`config.mk`:
```
export PLATFORM = sky130hd
export DESIGN_NAME = crc32_frame_ctrl
export DESIGN_NICKNAME = d
export VERILOG_FILES = /design/src/rtl/crc32_frame_ctrl_pkg.sv /design/src/rtl/lfsr.sv /design/src/rtl/crc32_frame_ctrl.sv
export SDC_FILE = /design/constraint.sdc
export NUM_CORES = 1
export LEC_CHECK = 0
export CAP_MARGIN = 20
export CORE_MARGIN = 1.5
export CORE_UTILIZATION = 45
export DETAILED_ROUTE_END_ITERATION = 8
export PLACE_DENSITY = 0.76
export SYNTH_ARGS = -nofsm -noshare
export SYNTH_HDL_FRONTEND = slang
export SYNTH_HIERARCHICAL = 1
export SYNTH_SLANG_ARGS = --single-unit
```
`constraint.sdc`:
```
create_clock -name clk -period 3.45 [get_ports clk]
set_input_delay 0.345 -clock clk [delete_from_list [all_inputs] [get_ports clk]]
set_output_delay 0.345 -clock clk [all_outputs]
set_load 0.005 [all_outputs]
```
`src/rtl/crc32_frame_ctrl_pkg.sv`:
```
// Shared CRC32 constants, FSM state type and length helper for the frame sequencer.
package crc32_frame_ctrl_pkg;

  localparam logic [31:0] CRC32_POLY    = 32'h04c11db7;
  localparam logic [31:0] CRC32_INIT    = 32'hffffffff;
  localparam logic [31:0] CRC32_XOR_OUT = 32'hffffffff;
  localparam logic [31:0] CRC32_RESIDUE = 32'hdebb20e3;
  localparam logic [15:0] LEN_MAX       = 16'hffff;

  typedef enum logic [1:0] {
    ST_IDLE,
    ST_ACCUM,
    ST_RESULT
  } frame_state_t;

  function automatic logic [15:0] len_inc(input logic [15:0] len);
    return (len == LEN_MAX) ? LEN_MAX : len + 16'd1;
  endfunction

endpackage

```
`src/rtl/lfsr.sv`:
```
// Combinational LFSR/CRC step: advances state_in by DATA_WIDTH input bits in one cycle.
module lfsr #(
  parameter int                    LFSR_WIDTH  = 32,
  parameter logic [LFSR_WIDTH-1:0] LFSR_POLY   = LFSR_WIDTH'(32'h04c11db7),
  parameter string                 LFSR_CONFIG = "GALOIS",
  parameter bit                    REVERSE     = 1'b1,
  parameter int                    DATA_WIDTH  = 8,
  parameter string                 STYLE       = "AUTO"
) (
  input  logic [DATA_WIDTH-1:0] data_in,
  input  logic [LFSR_WIDTH-1:0] state_in,
  output logic [DATA_WIDTH-1:0] data_out,
  output logic [LFSR_WIDTH-1:0] state_out
);

  localparam int W      = LFSR_WIDTH;
  localparam int D      = DATA_WIDTH;
  localparam int T      = W + D;
  localparam bit GALOIS = (LFSR_CONFIG == "GALOIS");

  // Reflected operation is the MSB-first shift applied to bit-reversed state and data.
  function automatic logic [T-1:0] step(input logic [W-1:0] s_in, input logic [D-1:0] d_in);
    logic [W-1:0] s;
    logic [D-1:0] d;
    logic [D-1:0] d_out;
    logic         fb;
    s     = s_in;
    d     = d_in;
    d_out = '0;
    if (REVERSE) begin
      s = {<<{s}};
      d = {<<{d}};
    end
    for (int i = D - 1; i >= 0; i--) begin
      d_out[i] = s[W-1];
      if (GALOIS) begin
        fb = s[W-1] ^ d[i];
        s  = {s[W-2:0], 1'b0} ^ (fb ? LFSR_POLY : '0);
      end else begin
        fb = (^(s & LFSR_POLY)) ^ d[i];
        s  = {s[W-2:0], fb};
      end
    end
    if (REVERSE) begin
      s     = {<<{s}};
      d_out = {<<{d_out}};
    end
    return {d_out, s};
  endfunction

  function automatic logic [T-1:0] column_mask(input int out_bit);
    logic [T-1:0] m;
    logic [T-1:0] u;
    logic [T-1:0] r;
    m = '0;
    for (int k = 0; k < T; k++) begin
      u    = '0;
      u[k] = 1'b1;
      r    = step(u[T-1:D], u[D-1:0]);
      m[k] = r[out_bit];
    end
    return m;
  endfunction

  logic [T-1:0] w_out;

  if (STYLE == "REDUCTION") begin : g_reduction
    for (genvar gi = 0; gi < T; gi++) begin : g_bit
      localparam logic [T-1:0] MASK = column_mask(gi);
      assign w_out[gi] = ^({state_in, data_in} & MASK);
    end
  end else begin : g_loop
    assign w_out = step(state_in, data_in);
  end

  assign {data_out, state_out} = w_out;

endmodule

```
`src/rtl/crc32_frame_ctrl.sv`:
```
// Frame-level CRC32 sequencer: one byte per cycle through lfsr, result presented on a valid/ready handshake.
module crc32_frame_ctrl
  import crc32_frame_ctrl_pkg::*;
#(
  parameter logic [31:0] LFSR_POLY = CRC32_POLY,
  parameter logic [31:0] CRC_INIT  = CRC32_INIT,
  parameter logic [31:0] XOR_OUT   = CRC32_XOR_OUT,
  parameter logic [31:0] RESIDUE   = CRC32_RESIDUE,
  parameter string       STYLE     = "AUTO"
) (
  input  logic        clk,
  input  logic        rst,
  input  logic [7:0]  s_data,
  input  logic        s_valid,
  output logic        s_ready,
  input  logic        s_last,
  output logic [31:0] m_crc,
  output logic        m_crc_ok,
  output logic [15:0] m_len,
  output logic        m_valid,
  input  logic        m_ready,
  output logic        busy
);

  frame_state_t r_state, w_state_next;

  logic [31:0] r_crc;
  logic [15:0] r_len;
  logic [31:0] r_m_crc;
  logic        r_m_ok;
  logic [15:0] r_m_len;

  logic [31:0] w_lfsr_state_in;
  logic [31:0] w_lfsr_state_out;
  logic [7:0]  w_unused_data_out;
  logic [15:0] w_len_next;
  logic        w_beat;
  logic        w_take;

  lfsr #(
    .LFSR_WIDTH  (32),
    .LFSR_POLY   (LFSR_POLY),
    .LFSR_CONFIG ("GALOIS"),
    .REVERSE     (1'b1),
    .DATA_WIDTH  (8),
    .STYLE       (STYLE)
  ) u_lfsr (
    .data_in   (s_data),
    .state_in  (w_lfsr_state_in),
    .data_out  (w_unused_data_out),
    .state_out (w_lfsr_state_out)
  );

  always_ff @(posedge clk or posedge rst) begin
    if (rst) begin
      r_state <= ST_IDLE;
    end else begin
      r_state <= w_state_next;
    end
  end

  always_comb begin
    w_state_next    = r_state;
    s_ready         = 1'b0;
    m_valid         = 1'b0;
    w_lfsr_state_in = r_crc;
    case (r_state)
      ST_IDLE: begin
        s_ready         = !rst;
        w_lfsr_state_in = CRC_INIT;
        if (s_valid && !rst) begin
          w_state_next = s_last ? ST_RESULT : ST_ACCUM;
        end
      end
      ST_ACCUM: begin
        s_ready = !rst;
        if (s_valid && !rst && s_last) begin
          w_state_next = ST_RESULT;
        end
      end
      ST_RESULT: begin
        m_valid = 1'b1;
        if (m_ready) begin
          w_state_next = ST_IDLE;
        end
      end
      default: begin
        w_state_next = ST_IDLE;
      end
    endcase
  end

  assign w_beat     = s_valid && s_ready;
  assign w_take     = m_valid && m_ready;
  assign w_len_next = (r_state == ST_IDLE) ? 16'd1 : len_inc(r_len);

  // Result fields are captured with the last beat so they stay frozen through the handshake.
  always_ff @(posedge clk or posedge rst) begin
    if (rst) begin
      r_crc   <= CRC_INIT;
      r_len   <= '0;
      r_m_crc <= '0;
      r_m_ok  <= 1'b0;
      r_m_len <= '0;
    end else if (w_beat) begin
      r_crc <= w_lfsr_state_out;
      r_len <= w_len_next;
      if (s_last) begin
        r_m_crc <= w_lfsr_state_out ^ XOR_OUT;
        r_m_ok  <= (w_lfsr_state_out == RESIDUE);
        r_m_len <= w_len_next;
      end
    end else if (w_take) begin
      r_crc <= CRC_INIT;
      r_len <= '0;
    end
  end

  assign m_crc    = r_m_crc;
  assign m_crc_ok = r_m_ok;
  assign m_len    = r_m_len;
  assign busy     = (r_state != ST_IDLE);

endmodule

```
==> key figures, run 1 <==
Run status
  • Status: complete, no violations

Global route
  • Vias in the first global route: 4,104
  • Global Route Usage Sum: 22.2%
  • Initial antenna violation count: 0
  • Grt total ovfl: 0
  • Global-route wire length before repair: about 22,000 µm
  • Largest net degree at the start of global routing: between 70 and 80

Detailed routing
  • Starting DRT DRC Count: 259
  • DRC viols: 0
  • DR WL/cell: around 18 µm
  • Via count: 4,089
  • Detailed Routing Iterations Pass 1: 4
  • Total Wirelength: 13,200 µm
  • Antenna Violating Nets Remaining: 0
  • Vias per std cell: 5.69

Worst setup path
  • Critical Path Source Type: flop
  • Worst reg2reg path depth: 11
  • Crit path DAT: 3.53 ns
  • Worst Path Required: 3.73 ns
  • CP max FO: 11
  • WS Path Type: flop to flop
  • Worst Setup End Kind: flop

Clock tree
  • Clk Latency, worst-skew pair: 0.36 ns
  • Sink Count: 99
  • TritonCTS clock tree: done
  • H-Tree Depth: 3
  • # hold bufs at CTS: 0
  • Clock slew at reported path FFs: 0.07 ns
  • Root Driver: clkbuf_16
  • Clock buffer depth: 2
  • CTS Buf Count: 9

Logic synthesis
  • Synth warn: 6
  • Synthesized cell area: about 5300 µm²
  • Syn Area/Cell: about 10 µm²
  • Syn_nets: 521
  • Syn Inst Count: 507

Floorplan
  • Die width: 111 µm
  • Core footprint: 11,500 µm²
  • Die area: approximately 12,000 µm²
  • Die height: 111 µm
  • Cell Rows: 39
  • Top-level I/O count: 65
  • Initial Utilization: 46.2%

Finish
  • Commonest non-fill, non-tap cells in the layout: dfrtp_1, clkdlybuf4s50_1, o21ai_0
  • Commonest non-fill, non-tap cell in the layout: dfrtp_1
  • Area of the multi-input gates: ~2600 µm²
  • Register area: 2520 µm²
  • Area Overhead vs Synth: 22.4%
  • Share of cells above drive strength 1: 15.3%
  • Ant diodes: 0
  • FILL cells: ~1.0k
  • Layout Nets: 585

Power and ir drop
  • Overall Power: 5.92 mW
  • Leakage: ~2.5 nW
  • VDD IR-drop max: approximately 0.00054 V
  • PD cells: 913 nW/µm²

Placed design
  • DP HPWL: around 9300 µm
  • GPL Wtd Cong: 0.901
  • Number of port buffers: 64

STA
  • Period utilization: between 90% and 100%
  • WHS: 0.483 ns
  • Fin. Hold Viols: 0
  • Setup TNS: 0 ns
  • Relative slew slack: 34.3%
  • Min Clock Period, post-route: 3.25 ns
  • Worst-case clock skew: 0.00877 ns
  • Worst Tran Pin Value: 0.981 ns
  • Count of final setup violators: 0
  • Slew Viols, Final: 0
  • Unrepaired setup endpoints after global routing: false
  • Highest clock rate: 308 MHz

Worst hold path
  • HP Class: flop to flop
  • Worst Hold Depth: 2

Run
  • Max Cap Viol: 0
## layer usage
metal  routed length [µm]  global-route usage (%)  vias to the layer above
li1                     -                       -                     1934
met1                 5820                    28.9                     2044
met2                 6580                    37.3                       97
met3                  588                    5.12                       14
met4                  182                    6.08                        0
met5                    0                       0                        -
## area by class of cell
cell class,instances,share of cell area (%)
flip-flops and latches,99,38.8
inverters,10,0.598
clock buffers,10,3.69
well taps,143,2.76
multi-input cells,365,40.5
repair buffers,86,12.6
clock inverters,6,1.00
## report_power, final
group          leakage, nW  switching [mW]  internal (mW)
combinational         1.16            1.56           1.44
sequential            1.22           0.220           1.66
clock                0.138           0.458          0.581
## sequential cells by signal (all words and copies together) (netlist names)
| register | cells |
|---|---|
| r_len | 16 |
| r_crc | 32 |
| m_crc_ok | 1 |
| m_crc | 32 |
| r_state | 2 |
| m_len | 16 |
## stage by stage
stage / setup slack [ns] / cell area [µm²] / util [%] / cells
floorplan: 0.0452 / 5300 / - / 507
global placement: 0.165 / 6170 / 53.8 / 703
detailed placement: 0.0797 / 6170 / 53.8 / 703
CTS: 0.0753 / 6480 / 56.5 / 719
global route: 0.0195 / 6480 / 56.5 / 719
finish: 0.203 / 6480 / 56.5 / 719
## critical path, stage by stage, from the launching register on
cell and delay (ns):
dfrtp_1 0.42, nor2_1 0.19, inv_2 0.13, nand2b_1 0.19, xnor2_4 0.14, xnor2_4 0.34
xor2_1 0.36, xnor2_1 0.22, nand4b_1 0.13, or4_1 0.41, or4_1 0.49, o21ai_0 0.14
## repair_timing
action | 4_1_cts | 5_1_grt
endpoints found under the hold margin | 0 | 0
buffers inserted | 0 | 0
setup endpoints to repair | 0 | 1
resized for setup | 0 | 2
## final timing paths
| check | from | to | slack, ns |
|---|---|---|---|
| max | r_state[0]$_DFFE_PP0P_ | m_crc_ok$_DFFE_PP0P_ | 0.20 |
| min in group asynchronous | rst | m_len[13]$_DFFE_PP0P_ | 0.54 |
| max in group asynchronous | rst | r_crc[0]$_DFFE_PP1P_ | 2.11 |
| max reg2reg | r_state[0]$_DFFE_PP0P_ | m_crc_ok$_DFFE_PP0P_ | 0.20 |
| min | m_crc[22]$_DFFE_PP0P_ | m_crc[22]$_DFFE_PP0P_ | 0.48 |
| min reg2reg | m_crc[22]$_DFFE_PP0P_ | m_crc[22]$_DFFE_PP0P_ | 0.48 |
Note: power is estimated with default switching activity, not from simulation.
==> run 2: changes to the inputs <==
CORE_MARGIN = unset   (was 1.5)
HOLD_SLACK_MARGIN = 0.03   (was unset)
PLACE_DENSITY = 0.74   (was 0.76)
clock period = 3.1 ns   (was 3.45 ns; I/O delays follow)
==> run 2 against run 1 <==
Against the previous run: total power is 23% higher; count of clock-buffer cells in the layout is 2 higher; largest cell class unchanged; highest routed layer unchanged; die area is 1.8% lower; cell area is 5.9% higher; routed wire length is 0.90% lower; setup slack worse by 0.14 ns; fmax is 6.7% higher; flip-flop and latch count stayed put; core utilization is 3.3 points higher; sequential power is 11% higher; first-iteration DRC count is 5.0% higher; register-to-register slack worse by 0.14 ns.
==> key figures, run 2 (synthesized netlist as in run 1, its figures left out) <==
Run status
  • Status: complete, no violations

Clock tree
  • H-Tree Depth: 3
  • Clock slew at reported path FFs: 0.06 ns
  • CTS Buf Count: 9
  • Clock buffer depth: 2
  • TritonCTS clock tree: done
  • Root Driver: clkbuf_16
  • Clk Latency, worst-skew pair: 0.35 ns
  • Sink Count: 99
  • # hold bufs at CTS: 0

Placed design
  • Placed Instances: 725
  • Number of port buffers: 64
  • DP Area: 6410 µm²
  • GPL Wtd Cong: 0.874
  • DP HPWL: 9320 µm

STA
  • Slew Viols, Final: 0
  • Period utilization: 98.1%
  • Fin. Hold Viols: 0
  • Highest clock rate: 329 MHz
  • Worst-case clock skew: ~0.0044 ns
  • Worst Tran Pin Value: 0.913 ns
  • Count of final setup violators: 0
  • Setup TNS: 0 ns
  • Min Clock Period, post-route: 3.04 ns
  • Relative slew slack: 38.9%

Power and ir drop
  • VDD IR-drop max: 0.000516 V
  • Overall Power: ~7.3 mW
  • Comb pwr share: 57.6%
  • Leakage: 2.73 nW
  • Seq pwr share: 28.4%
  • Sw Ratio: a little over a third
  • PD cells: about 1100 nW/µm²
  • Sw Pwr: about 2.6 mW
  • Clk pwr share: between 10 and 15%
  • Internal: 4.65 mW

Worst setup path
  • Largest delay share family, worst path: XOR/XNOR gates
  • CP Cell Sequence: nor2_4 -> clkinv_4 -> nand2b_1 -> xnor2_2 -> buf_4 -> xor2_1 -> xnor3_2 -> xnor2_1 -> nand4b_1 -> or4_4 -> o21ai_2
  • Worst Path Required: roughly 3.4 ns
  • CP bufs+invs: 2
  • WS Path Type: flop to flop
  • CP max stage cell: or4_4
  • CP max FO: 6
  • Crit path DAT: 3.31 ns
  • Slowest stage delay, CP: 0.54 ns
  • Critical Path Source Type: flop
  • Worst Setup End Kind: flop

Finish
  • Fin area: 6870 µm²
  • Final non-filler cell total: 750
  • Commonest non-fill, non-tap cells in the layout: dfrtp_1, clkdlybuf4s50_1, o21ai_0
  • Layout Utilization: 59.9%
  • Layout Nets: ~620
  • Commonest non-fill, non-tap cell in the layout: dfrtp_1
  • Ant diodes: 0
  • Area Overhead vs Synth: 29.7%
  • Share of cells above drive strength 1: 22.1%

Detailed routing
  • Starting DRT DRC Count: 272
  • Detailed Routing Iterations Pass 1: 5
  • Total Wirelength: 13,100 µm
  • DRC viols: 0
  • DR WL/cell: 17.4 µm
  • Vias per std cell: approximately 5.7
  • Via count: 4,268
  • Antenna Violating Nets Remaining: 0

Global route
  • Initial antenna violation count: 0
  • Grt total ovfl: 0
  • Global Route Usage Sum: 22.1%
  • Largest net degree at the start of global routing: 57
  • Vias in the first global route: 4,157
  • Global-route wire length before repair: between 20,000 and 25,000 µm

Floorplan
  • Core footprint: about 11,000 µm²
  • Cell Rows: 39
  • Top-level I/O count: 65
  • Die height: 110 µm
  • Die area: roughly 12,000 µm²
  • Die width: 110 µm
  • Initial Utilization: 46.2%

Run
  • Max Cap Viol: 0

Worst hold path
  • HP Class: input pin to async pin
==> run 2: cell count changes in the layout (fill, tap and decap cells not counted), sizes merged <==
cell    delta
buf       +31
bufinv     -1
inv        -1
clkbuf     +2
==> run 2: metrics by stage <==
stage / hold WS, ns / worst slack, ns
after floorplan: 0.400 / 0.00587
after global placement: 0.464 / -0.00996
after detailed placement: 0.472 / -0.0530
after CTS: 0.462 / 0.0237
after global routing: 0.493 / -0.0383
final: 0.452 / 0.0584
==> run 2: power groups by stage <==
| stage | sequential (mW) | combinational (mW) | clock [mW] |
|---|---|---|---|
| floorplan | 2.05 | 2.14 | 0 |
| global placement | 2.07 | 3.89 | 0 |
| detailed placement | 2.09 | 3.94 | 0 |
| CTS | 2.07 | 3.97 | 1.04 |
| global route | 2.13 | 4.49 | 1.08 |
| finish | 2.08 | 4.21 | 1.02 |
==> run 2: path summary, 6_finish.rpt <==
kind / from / to / slack, ns / cells past startpoint
min: rst / r_state[0]$_DFFE_PP0P_ / 0.45 / 2
max: r_state[0]$_DFFE_PP0P_ / m_crc_ok$_DFFE_PP0P_ / 0.06 / 11
min in group clk: m_crc[12]$_DFFE_PP0P_ / m_crc[12]$_DFFE_PP0P_ / 0.48 / 2
max reg2reg: r_state[0]$_DFFE_PP0P_ / m_crc_ok$_DFFE_PP0P_ / 0.06 / 11
max in group asynchronous: rst / r_crc[13]$_DFFE_PP1P_ / 1.95 / 3
min reg2reg: m_crc[12]$_DFFE_PP0P_ / m_crc[12]$_DFFE_PP0P_ / 0.48 / 2
==> run 2: final cells by class <==
class	instances	area, µm²
Clock inverter	4	27.5
Fill cell	934	4600
Sequential cell	99	2520
Tap cell	143	179
Multi-Input combinational cell	365	2790
Timing Repair Buffer	117	1080
Clock buffer	12	236
Inverter	10	43.8
==> run 2: repair_timing <==
| item | in CTS | in global routing |
|---|---|---|
| endpoints found under the setup margin | 1 | 1 |
| gates resized for setup | 0 | 26 |
| pin swaps | 1 | 11 |
| buffers inserted | 0 | 9 |
==> run 2: layer usage <==
metal	GRT usage [%]	share of wire (%)
met2	34.7	48
met5	0	0
met4	6.84	1.2
met1	30.7	45
met3	4.83	5.7
==> run 2: worst reg2reg max path: stages (launching register included) <==
cell and delay (ns):
dfrtp_1 0.42, nor2_4 0.16, clkinv_4 0.11, nand2b_1 0.13, xnor2_2 0.18, buf_4 0.19, xor2_1 0.26, xnor3_2 0.52
xnor2_1 0.20, nand4b_1 0.14, or4_4 0.54, o21ai_2 0.12
